**src/rtl/id_pkg.sv**
```systemverilog
// Shared decode constants, condition codes and control bundle type for the ID stage.
package id_pkg;

  localparam logic [3:0] CmdNop = 4'b0000;
  localparam logic [3:0] CmdMov = 4'b0001;
  localparam logic [3:0] CmdMvn = 4'b1001;
  localparam logic [3:0] CmdAdd = 4'b0010;
  localparam logic [3:0] CmdAdc = 4'b0011;
  localparam logic [3:0] CmdSub = 4'b0100;
  localparam logic [3:0] CmdSbc = 4'b0101;
  localparam logic [3:0] CmdAnd = 4'b0110;
  localparam logic [3:0] CmdOrr = 4'b0111;
  localparam logic [3:0] CmdEor = 4'b1000;

  localparam logic [3:0] OpAnd = 4'b0000;
  localparam logic [3:0] OpEor = 4'b0001;
  localparam logic [3:0] OpSub = 4'b0010;
  localparam logic [3:0] OpAdd = 4'b0100;
  localparam logic [3:0] OpAdc = 4'b0101;
  localparam logic [3:0] OpSbc = 4'b0110;
  localparam logic [3:0] OpTst = 4'b1000;
  localparam logic [3:0] OpCmp = 4'b1010;
  localparam logic [3:0] OpOrr = 4'b1100;
  localparam logic [3:0] OpMov = 4'b1101;
  localparam logic [3:0] OpMvn = 4'b1111;

  typedef enum logic [1:0] {
    MODE_ALU = 2'b00,
    MODE_MEM = 2'b01,
    MODE_BR  = 2'b10,
    MODE_RSV = 2'b11
  } mode_e;

  typedef enum logic [3:0] {
    CondEq, CondNe, CondCs, CondCc, CondMi, CondPl, CondVs, CondVc,
    CondHi, CondLs, CondGe, CondLt, CondGt, CondLe, CondAl, CondNv
  } cond_e;

  typedef struct packed {
    logic       sUpdate;
    logic       branch;
    logic       memW;
    logic       memR;
    logic       wbEn;
    logic [3:0] exeCmd;
  } ctrl_t;

  // nzcv is ordered {N, Z, C, V}.
  function automatic logic condPass(cond_e cond, logic [3:0] nzcv);
    logic n, z, c, v;
    logic pass;
    {n, z, c, v} = nzcv;
    unique case (cond)
      CondEq: pass = z;
      CondNe: pass = ~z;
      CondCs: pass = c;
      CondCc: pass = ~c;
      CondMi: pass = n;
      CondPl: pass = ~n;
      CondVs: pass = v;
      CondVc: pass = ~v;
      CondHi: pass = c & ~z;
      CondLs: pass = ~c | z;
      CondGe: pass = (n == v);
      CondLt: pass = (n != v);
      CondGt: pass = ~z & (n == v);
      CondLe: pass = z | (n != v);
      CondAl: pass = 1'b1;
      CondNv: pass = 1'b0;
    endcase
    return pass;
  endfunction

endpackage

```
**src/rtl/id_stage_piped_if.sv**
```systemverilog
// ID/EXE pipeline-register bundle: master is the decode stage, slave is EXE.
interface id_stage_piped_if #(
  parameter int unsigned DATA_W = 32
);
  logic              id_valid;
  logic              s_update;
  logic              branch;
  logic              mem_w;
  logic              mem_r;
  logic              wb_en_o;
  logic [3:0]        exe_cmd;
  logic [DATA_W-1:0] val_rn;
  logic [DATA_W-1:0] val_rm;
  logic [31:0]       pc_o;
  logic [23:0]       imm24;
  logic [3:0]        dest;
  logic              imm;
  logic [11:0]       shift_op;
  logic [3:0]        src1;
  logic [3:0]        src2;

  modport master (
    output id_valid, s_update, branch, mem_w, mem_r, wb_en_o, exe_cmd, val_rn, val_rm,
           pc_o, imm24, dest, imm, shift_op, src1, src2
  );

  modport slave (
    input id_valid, s_update, branch, mem_w, mem_r, wb_en_o, exe_cmd, val_rn, val_rm,
          pc_o, imm24, dest, imm, shift_op, src1, src2
  );
endinterface

```
**src/rtl/id_regfile.sv**
```systemverilog
// 16-entry register file: synchronous write, asynchronous dual read with optional
// same-cycle write-through and a selectable reset image.
module id_regfile #(
  parameter int unsigned DATA_W        = 32,
  parameter bit          WB_BYPASS     = 1'b1,
  parameter bit          RF_INIT_INDEX = 1'b1
) (
  input  logic              clk,
  input  logic              rst,
  input  logic              wrEn,
  input  logic [3:0]        wrAddr,
  input  logic [DATA_W-1:0] wrData,
  input  logic [3:0]        rdAddrA,
  input  logic [3:0]        rdAddrB,
  output logic [DATA_W-1:0] rdDataA,
  output logic [DATA_W-1:0] rdDataB
);

  logic [DATA_W-1:0] regsQ [16];

  always_ff @(posedge clk or negedge rst) begin
    if (!rst) begin
      for (int i = 0; i < 16; i++) begin
        regsQ[i] <= RF_INIT_INDEX ? DATA_W'(i) : '0;
      end
    end else if (wrEn) begin
      regsQ[wrAddr] <= wrData;
    end
  end

  always_comb begin
    rdDataA = regsQ[rdAddrA];
    rdDataB = regsQ[rdAddrB];
    if (WB_BYPASS && wrEn && (wrAddr == rdAddrA)) rdDataA = wrData;
    if (WB_BYPASS && wrEn && (wrAddr == rdAddrB)) rdDataB = wrData;
  end

endmodule

```
**src/rtl/id_stage_piped.sv**
```systemverilog
// ARM decode stage with the ID/EXE register folded in: register read, control decode,
// condition check and RAW/load-use hazard detection feeding the freeze back to IF.
module id_stage_piped
  import id_pkg::*;
#(
  parameter int unsigned DATA_W        = 32,
  parameter bit          FWD_MODE      = 1'b1,
  parameter bit          WB_BYPASS     = 1'b1,
  parameter bit          RF_INIT_INDEX = 1'b1
) (
  input  logic              clk,
  input  logic              rst,
  input  logic              flush,
  input  logic              if_valid,
  input  logic [31:0]       if_pc,
  input  logic [31:0]       if_instr,
  input  logic [3:0]        status,
  input  logic              wb_en,
  input  logic [3:0]        wb_dest,
  input  logic [DATA_W-1:0] wb_value,
  input  logic              exe_wb_en,
  input  logic              exe_mem_rd,
  input  logic [3:0]        exe_dest,
  input  logic              mem_wb_en,
  input  logic [3:0]        mem_dest,
  output logic              hazard,
  id_stage_piped_if.master  idExe
);

  cond_e       cond;
  mode_e       mode;
  logic        iBit, sBit;
  logic [3:0]  opcode, rnIdx, rdIdx, rmIdx, src2Idx;
  logic        isStore, twoSrc, isMovMvn, useRn, useRm;
  logic        hitExe, hitMem, rawHazard, load;
  ctrl_t       ctrl;
  logic [DATA_W-1:0] rnVal, rmVal;

  assign cond    = cond_e'(if_instr[31:28]);
  assign mode    = mode_e'(if_instr[27:26]);
  assign iBit    = if_instr[25];
  assign opcode  = if_instr[24:21];
  assign sBit    = if_instr[20];
  assign rnIdx   = if_instr[19:16];
  assign rdIdx   = if_instr[15:12];
  assign rmIdx   = if_instr[3:0];

  // Stores read the data register through the second port.
  assign isStore = (mode == MODE_MEM) && !sBit;
  assign src2Idx = isStore ? rdIdx : rmIdx;
  assign twoSrc  = !iBit || isStore;

  always_comb begin
    ctrl = '0;
    unique case (mode)
      MODE_ALU: begin
        ctrl.wbEn    = 1'b1;
        ctrl.sUpdate = sBit;
        case (opcode)
          OpMov:   ctrl.exeCmd = CmdMov;
          OpMvn:   ctrl.exeCmd = CmdMvn;
          OpAdd:   ctrl.exeCmd = CmdAdd;
          OpAdc:   ctrl.exeCmd = CmdAdc;
          OpSub:   ctrl.exeCmd = CmdSub;
          OpSbc:   ctrl.exeCmd = CmdSbc;
          OpAnd:   ctrl.exeCmd = CmdAnd;
          OpOrr:   ctrl.exeCmd = CmdOrr;
          OpEor:   ctrl.exeCmd = CmdEor;
          OpCmp: begin
            ctrl.exeCmd  = CmdSub;
            ctrl.wbEn    = 1'b0;
            ctrl.sUpdate = 1'b1;
          end
          OpTst: begin
            ctrl.exeCmd  = CmdAnd;
            ctrl.wbEn    = 1'b0;
            ctrl.sUpdate = 1'b1;
          end
          default: ctrl = '0;
        endcase
      end
      MODE_MEM: begin
        ctrl.exeCmd = CmdAdd;
        ctrl.memR   = sBit;
        ctrl.wbEn   = sBit;
        ctrl.memW   = !sBit;
      end
      MODE_BR:  ctrl.branch = 1'b1;
      MODE_RSV: ctrl.exeCmd = CmdNop;
    endcase
  end

  assign isMovMvn = (mode == MODE_ALU) && ((opcode == OpMov) || (opcode == OpMvn));
  assign useRn    = if_valid && !ctrl.branch && !isMovMvn;
  assign useRm    = if_valid && twoSrc;
  assign hitExe   = (useRn && (rnIdx == exe_dest)) || (useRm && (src2Idx == exe_dest));
  assign hitMem   = (useRn && (rnIdx == mem_dest)) || (useRm && (src2Idx == mem_dest));

  // With forwarding only a load still in EXE cannot be bypassed in time.
  assign rawHazard = FWD_MODE ? (hitExe && exe_mem_rd)
                              : ((hitExe && exe_wb_en) || (hitMem && mem_wb_en));
  assign hazard    = if_valid && !flush && rawHazard;
  assign load      = if_valid && !flush && !rawHazard && condPass(cond, status);

  id_regfile #(
    .DATA_W       (DATA_W),
    .WB_BYPASS    (WB_BYPASS),
    .RF_INIT_INDEX(RF_INIT_INDEX)
  ) uRegfile (
    .clk    (clk),
    .rst    (rst),
    .wrEn   (wb_en),
    .wrAddr (wb_dest),
    .wrData (wb_value),
    .rdAddrA(rnIdx),
    .rdAddrB(src2Idx),
    .rdDataA(rnVal),
    .rdDataB(rmVal)
  );

  logic              validD, validQ;
  ctrl_t             ctrlD, ctrlQ;
  logic [DATA_W-1:0] valRnD, valRnQ, valRmD, valRmQ;
  logic [31:0]       pcD, pcQ;
  logic [23:0]       imm24D, imm24Q;
  logic [3:0]        destD, destQ, src1D, src1Q, src2D, src2Q;
  logic              immD, immQ;
  logic [11:0]       shiftD, shiftQ;

  // Bubbles clear data fields as well so idle slots read as all-zero.
  always_comb begin
    validD = 1'b0;
    ctrlD  = '0;
    valRnD = '0;
    valRmD = '0;
    pcD    = '0;
    imm24D = '0;
    destD  = '0;
    immD   = 1'b0;
    shiftD = '0;
    src1D  = '0;
    src2D  = '0;
    if (load) begin
      validD = 1'b1;
      ctrlD  = ctrl;
      valRnD = rnVal;
      valRmD = rmVal;
      pcD    = if_pc;
      imm24D = if_instr[23:0];
      destD  = rdIdx;
      immD   = iBit;
      shiftD = if_instr[11:0];
      src1D  = rnIdx;
      src2D  = src2Idx;
    end
  end

  always_ff @(posedge clk or negedge rst) begin
    if (!rst) begin
      validQ <= 1'b0;
      ctrlQ  <= '0;
      valRnQ <= '0;
      valRmQ <= '0;
      pcQ    <= '0;
      imm24Q <= '0;
      destQ  <= '0;
      immQ   <= 1'b0;
      shiftQ <= '0;
      src1Q  <= '0;
      src2Q  <= '0;
    end else begin
      validQ <= validD;
      ctrlQ  <= ctrlD;
      valRnQ <= valRnD;
      valRmQ <= valRmD;
      pcQ    <= pcD;
      imm24Q <= imm24D;
      destQ  <= destD;
      immQ   <= immD;
      shiftQ <= shiftD;
      src1Q  <= src1D;
      src2Q  <= src2D;
    end
  end

  assign idExe.id_valid = validQ;
  assign idExe.s_update = ctrlQ.sUpdate;
  assign idExe.branch   = ctrlQ.branch;
  assign idExe.mem_w    = ctrlQ.memW;
  assign idExe.mem_r    = ctrlQ.memR;
  assign idExe.wb_en_o  = ctrlQ.wbEn;
  assign idExe.exe_cmd  = ctrlQ.exeCmd;
  assign idExe.val_rn   = valRnQ;
  assign idExe.val_rm   = valRmQ;
  assign idExe.pc_o     = pcQ;
  assign idExe.imm24    = imm24Q;
  assign idExe.dest     = destQ;
  assign idExe.imm      = immQ;
  assign idExe.shift_op = shiftQ;
  assign idExe.src1     = src1Q;
  assign idExe.src2     = src2Q;

endmodule

```
**src/flat_wrapper.sv**
```systemverilog
// flat-port wrapper written by rule: the top's interface ports become plain ports
module id_stage_piped_flat import id_pkg::*;
#(
  parameter int unsigned DATA_W        = 32,
  parameter bit          FWD_MODE      = 1'b1,
  parameter bit          WB_BYPASS     = 1'b1,
  parameter bit          RF_INIT_INDEX = 1'b1
)
  (clk, rst, flush, if_valid, if_pc, if_instr, status, wb_en, wb_dest, wb_value, exe_wb_en, exe_mem_rd, exe_dest, mem_wb_en, mem_dest, hazard, idExe_id_valid, idExe_s_update, idExe_branch, idExe_mem_w, idExe_mem_r, idExe_wb_en_o, idExe_exe_cmd, idExe_val_rn, idExe_val_rm, idExe_pc_o, idExe_imm24, idExe_dest, idExe_imm, idExe_shift_op, idExe_src1, idExe_src2);
  id_stage_piped_if #(.DATA_W(DATA_W)) idExe_i ();
  input  logic clk;
  input  logic rst;
  input  logic flush;
  input  logic if_valid;
  input  logic [31:0] if_pc;
  input  logic [31:0] if_instr;
  input  logic [3:0] status;
  input  logic wb_en;
  input  logic [3:0] wb_dest;
  input  logic [DATA_W-1:0] wb_value;
  input  logic exe_wb_en;
  input  logic exe_mem_rd;
  input  logic [3:0] exe_dest;
  input  logic mem_wb_en;
  input  logic [3:0] mem_dest;
  output logic hazard;
  output wire logic [$bits(idExe_i.id_valid)-1:0] idExe_id_valid;
  output wire logic [$bits(idExe_i.s_update)-1:0] idExe_s_update;
  output wire logic [$bits(idExe_i.branch)-1:0] idExe_branch;
  output wire logic [$bits(idExe_i.mem_w)-1:0] idExe_mem_w;
  output wire logic [$bits(idExe_i.mem_r)-1:0] idExe_mem_r;
  output wire logic [$bits(idExe_i.wb_en_o)-1:0] idExe_wb_en_o;
  output wire logic [$bits(idExe_i.exe_cmd)-1:0] idExe_exe_cmd;
  output wire logic [$bits(idExe_i.val_rn)-1:0] idExe_val_rn;
  output wire logic [$bits(idExe_i.val_rm)-1:0] idExe_val_rm;
  output wire logic [$bits(idExe_i.pc_o)-1:0] idExe_pc_o;
  output wire logic [$bits(idExe_i.imm24)-1:0] idExe_imm24;
  output wire logic [$bits(idExe_i.dest)-1:0] idExe_dest;
  output wire logic [$bits(idExe_i.imm)-1:0] idExe_imm;
  output wire logic [$bits(idExe_i.shift_op)-1:0] idExe_shift_op;
  output wire logic [$bits(idExe_i.src1)-1:0] idExe_src1;
  output wire logic [$bits(idExe_i.src2)-1:0] idExe_src2;
  assign idExe_id_valid = idExe_i.id_valid;
  assign idExe_s_update = idExe_i.s_update;
  assign idExe_branch = idExe_i.branch;
  assign idExe_mem_w = idExe_i.mem_w;
  assign idExe_mem_r = idExe_i.mem_r;
  assign idExe_wb_en_o = idExe_i.wb_en_o;
  assign idExe_exe_cmd = idExe_i.exe_cmd;
  assign idExe_val_rn = idExe_i.val_rn;
  assign idExe_val_rm = idExe_i.val_rm;
  assign idExe_pc_o = idExe_i.pc_o;
  assign idExe_imm24 = idExe_i.imm24;
  assign idExe_dest = idExe_i.dest;
  assign idExe_imm = idExe_i.imm;
  assign idExe_shift_op = idExe_i.shift_op;
  assign idExe_src1 = idExe_i.src1;
  assign idExe_src2 = idExe_i.src2;
  id_stage_piped #(.DATA_W(DATA_W), .FWD_MODE(FWD_MODE), .WB_BYPASS(WB_BYPASS), .RF_INIT_INDEX(RF_INIT_INDEX)) u_core (.clk(clk), .rst(rst), .flush(flush), .if_valid(if_valid), .if_pc(if_pc), .if_instr(if_instr), .status(status), .wb_en(wb_en), .wb_dest(wb_dest), .wb_value(wb_value), .exe_wb_en(exe_wb_en), .exe_mem_rd(exe_mem_rd), .exe_dest(exe_dest), .mem_wb_en(mem_wb_en), .mem_dest(mem_dest), .hazard(hazard), .idExe(idExe_i));
endmodule
```
**config.mk**
```make
export PLATFORM = sky130hd
export DESIGN_NAME = id_stage_piped_flat
export DESIGN_NICKNAME = d
export VERILOG_FILES = /design/src/rtl/id_pkg.sv /design/src/rtl/id_stage_piped_if.sv /design/src/rtl/id_regfile.sv /design/src/rtl/id_stage_piped.sv /design/src/flat_wrapper.sv
export SDC_FILE = /design/constraint.sdc
export NUM_CORES = 1
export LEC_CHECK = 0
export CAP_MARGIN = 20
export CORE_ASPECT_RATIO = 1.25
export CORE_MARGIN = 1.5
export CORE_UTILIZATION = 59
export CTS_CLUSTER_SIZE = 14
export DETAILED_ROUTE_END_ITERATION = 10
export GPL_ROUTABILITY_DRIVEN = 1
export HOLD_SLACK_MARGIN = 0.06
export PLACE_DENSITY = 0.92
export REMOVE_ABC_BUFFERS = 1
export SYNTH_ARGS = -nofsm -noshare
export SYNTH_HDL_FRONTEND = slang
export SYNTH_SLANG_ARGS = --single-unit
```
**constraint.sdc**
```tcl
create_clock -name clk -period 5.01 [get_ports clk]
set_clock_uncertainty 0.1 [all_clocks]
set_input_delay 0.7515 -clock clk [delete_from_list [all_inputs] [get_ports clk]]
set_output_delay 0.7515 -clock clk [all_outputs]
set_load 0.01 [all_outputs]
```
==> impl_metrics.py <==
metrics = {
    "outcome": {
        "status": "completed",
    },
    "setup_path": {
        "r2r-end": "u_core.idExe.val_rm[14]",
        "path_max_fanout": 10,
        "r2r-start": "u_core.uRegfile.regsQ[238]",
        "path_delay_family": "buffers and inverters",
        "crit_arrival_ps": 3560,
        "path_buf_inv": 2,
        "crit_chain": "clkdlybuf4s50_1 > nor3b_2 > mux2i_1 > xnor2_1 > nor3_1 > a31oi_1 > nor2_1 > clkdlybuf4s50_1",
        "rrSetupSlack_ps": 2830,
        "end_kind": "output pin",
        "reg2reg_depth": 7,
        "slowest_stage": "clkdlybuf4s50_1",
        "startpoint_type": "primary input",
        "cp_data_required_time_ps": 4160,
        "slowest_delay_ps": 660,
        "criticalPathCategory": "in2out",
        "cpMostUsedCell": "clkdlybuf4s50_1",
    },
    "sta": {
        "period_share_pct": 87.96,
        "finalCriticalPeriod_ps": 4407,
        "slew_viol_final": 0,
        "fmax_mhz": 226.9,
        "grt_setup_unrepaired": "no",
        "worst_pin_slew_ps": 1405,
        "setup_viol": 0,
        "slew_headroom_pct": 6.342,
        "hold_violations": 0,
    },
    "route": {
        "route.detailed.drc": 0,
        "wl_per_cell_um": 29.35,
        "via_per_inst": 7.337,
        "route.antenna.remaining_nets": 0,
        "vias": 27420,
        "first_pass_iters": 6,
        "drt_iter0_drc": 3470,
        "drt_wl_total_mm": 109.7,
    },
    "clocking": {
        "cts_buffers": 59,
        "cts_sinks": 647,
        "cts_buffer_depth": 3,
        "post_cts_resize_count": 0,
        "cts_hold_buffers": 0,
        "cts-htree-levels": 2,
        "cts.clk_slew.worst_paths_ps": 70,
        "clk_latency_ps": 650,
        "clockRootBuffer": "clkbuf_16",
        "postCtsSetupBuffers": 0,
        "cts_tree": "done",
    },
    "logic_synthesis": {
        "synthesis.area_sq_um": 35600,
        "yosysMostFrequentCell": "dfrtp_1",
        "synth_top_cell_by_area": "dfrtp_1",
        "synth_common_cells": "dfrtp_1 (615), mux2_2 (578), mux4_2 (222)",
        "syn_avg_cell_area_sq_um": 12.65,
        "ys_seq_elements": 647,
        "ys_warn_count": 0,
        "synth_edf_count": 0,
        "yosysSeqAreaShare_pct": 45.59,
        "synth_cells": 2814,
        "ys_async_sr_fraction_pct": 100.0,
        "netlist_top_cells_area": "dfrtp_1 (43%), mux2_2 (18%), mux4_2 (14%)",
        "synthFlopType": "dfrtp_1",
        "synth_cell_types": 50,
        "synth_top_area_share_pct": 43.23,
    },
    "placement": {
        "numPortBuffers": 269,
        "gp_congestion": 0.8779,
        "place_area_sq_um": 38820,
        "place_hpwl_mm": 62.25,
    },
    "power": {
        "peakVddDrop_mv": 0.2815,
        "p_leak_nw": 16.79,
        "powerDensity_nw_per_um2": 384.6,
        "total_power_mw": 15.71,
    },
    "die": {
        "die_w_um": 222.7,
        "placementRows": 100,
        "start_util_pct": 59.77,
        "dieArea_sq_um": 61830,
        "die_h_um": 277.6,
        "core_sq_um": 59560,
        "ios": 276,
    },
    "finish": {
        "final_core_util_pct": 68.61,
        "layout.nets": 3038,
        "layout-drive-gt1-share_pct": 35.01,
        "post-route-cell-area_sq_um": 40860,
        "syn2layout_area_growth_pct": 14.79,
    },
    "flow_run": {
        "maxCapViolations": 0,
    },
    "hold_path": {
        "hold_class": "in2async",
    },
    "global_route": {
        "grt_start_max_net_pins": 186,
        "grt_pass1_wl_mm": 168.9,
        "antenna_found_initial": 4,
        "grt.total_usage_pct": 35.60,
        "grt-ovfl-total": 0,
        "grt_pass1_vias": 28790,
    },
}
## sequential cells by signal, summed over array words and instances (netlist names)
| register | count |
|---|---|
| u_core.uRegfile.regsQ | 512 |
| u_core.idExe.pc_o | 32 |
| u_core.idExe.val_rm | 32 |
| u_core.idExe.val_rn | 32 |
| u_core.idExe.imm24 | 24 |
| u_core.idExe.exe_cmd | 4 |
| u_core.idExe.src2 | 4 |
| u_core.idExe.branch | 1 |
| u_core.idExe.id_valid | 1 |
| u_core.idExe.imm | 1 |
| u_core.idExe.mem_r | 1 |
| u_core.idExe.mem_w | 1 |
| u_core.idExe.s_update | 1 |
| u_core.idExe.wb_en_o | 1 |
## stage by stage
stage	setup TNS (ps)	worst slack, ps	cells	hold WS (ps)
floorplan	-2438950	-18360	2516	355.9
global placement	0	684.4	3621	403.1
detailed placement	0	645.9	3621	414.0
CTS	0	659.3	3732	135.6
global route	0	458.2	3733	151.8
finish	0	603.3	3737	103.6
## kinds of logic (layout without fill, tap and decap cells)
logic type / after synthesis / after routing / synth area share [%]
mux: 934 / 934 / 36.10
flops: 647 / 647 / 45.59
compound gates: 510 / 510 / 8.812
simple gates: 398 / 398 / 5.332
buf+inv: 306 / 460 / 3.698
xor+xnor: 19 / 19 / 0.4675
other cells: 0 / 4 / 0
## report_power, final
| group | switching [mW] | internal, mW | total, mW |
|---|---|---|---|
| combinational | 1.59 | 2.16 | 3.75 |
| clock | 2.06 | 2.64 | 4.70 |
| sequential | 0.988 | 6.28 | 7.27 |
| total | 4.63 | 11.1 | 15.7 |
## metal layers
metal | vias up | wire length (um) | track usage (%)
met1 | 13650 | 36610 | 43.13
met5 | - | 34 | 0
li1 | 10730 | - | -
met2 | 2366 | 51000 | 55.23
met3 | 668 | 13820 | 10.34
met4 | 6 | 8224 | 24.40
## layout make-up
class,count,area [sq um]
Clock inverter,15,155.1
Clock buffer,96,1858
Timing Repair Buffer,341,3433
Tap cell,765,957.2
Inverter,8,30.03
Antenna cell,4,10.01
Sequential cell,647,16230
Multi-Input combinational cell,1861,18190
Fill cell,3707,18690
## worst reg2reg max path, cell delays in order, from the launching register on
cell and delay, ps:
dfrtp_1 420, nor2b_1 340, a211oi_1 110, a21oi_1 190
o21ai_0 110, a31oi_1 240, a211oi_1 100, a311oi_1 430
## worst max path at each step
stage / startpoint / endpoint / slack (ps) / depth (start not counted)
5_1_grt: if_instr[26] / hazard / 460 / 8
3_3_place_gp: if_instr[27] / u_core.idExe.val_rm[21] / 680 / 8
4_1_cts: if_instr[26] / hazard / 660 / 8
3_5_place_dp: if_instr[27] / u_core.idExe.val_rm[13] / 650 / 8
6_report: if_instr[26] / hazard / 600 / 8
2_1_floorplan: if_instr[27] / u_core.idExe.val_rm[30] / -18360 / 7
## placed cells by master (no fill, tap or decap), types with 52 or more instances in the layout
| master | netlist | routed |
|---|---|---|
| nor2_1 | 61 | 52 |
| mux2_2 | 578 | 578 |
| buf_4 | 21 | 56 |
| a211oi_1 | 120 | 120 |
| nand2_1 | 177 | 176 |
| dfrtp_1 | 615 | 615 |
| clkdlybuf4s50_1 | 0 | 261 |
| o21ai_0 | 134 | 134 |
| nor2b_1 | 63 | 63 |
| a21oi_1 | 168 | 167 |
| clkbuf_16 | 0 | 61 |
| mux2i_1 | 134 | 133 |
| mux4_2 | 222 | 222 |
| and2_1 | 52 | 52 |
Power figures use the tool's default switching activity.
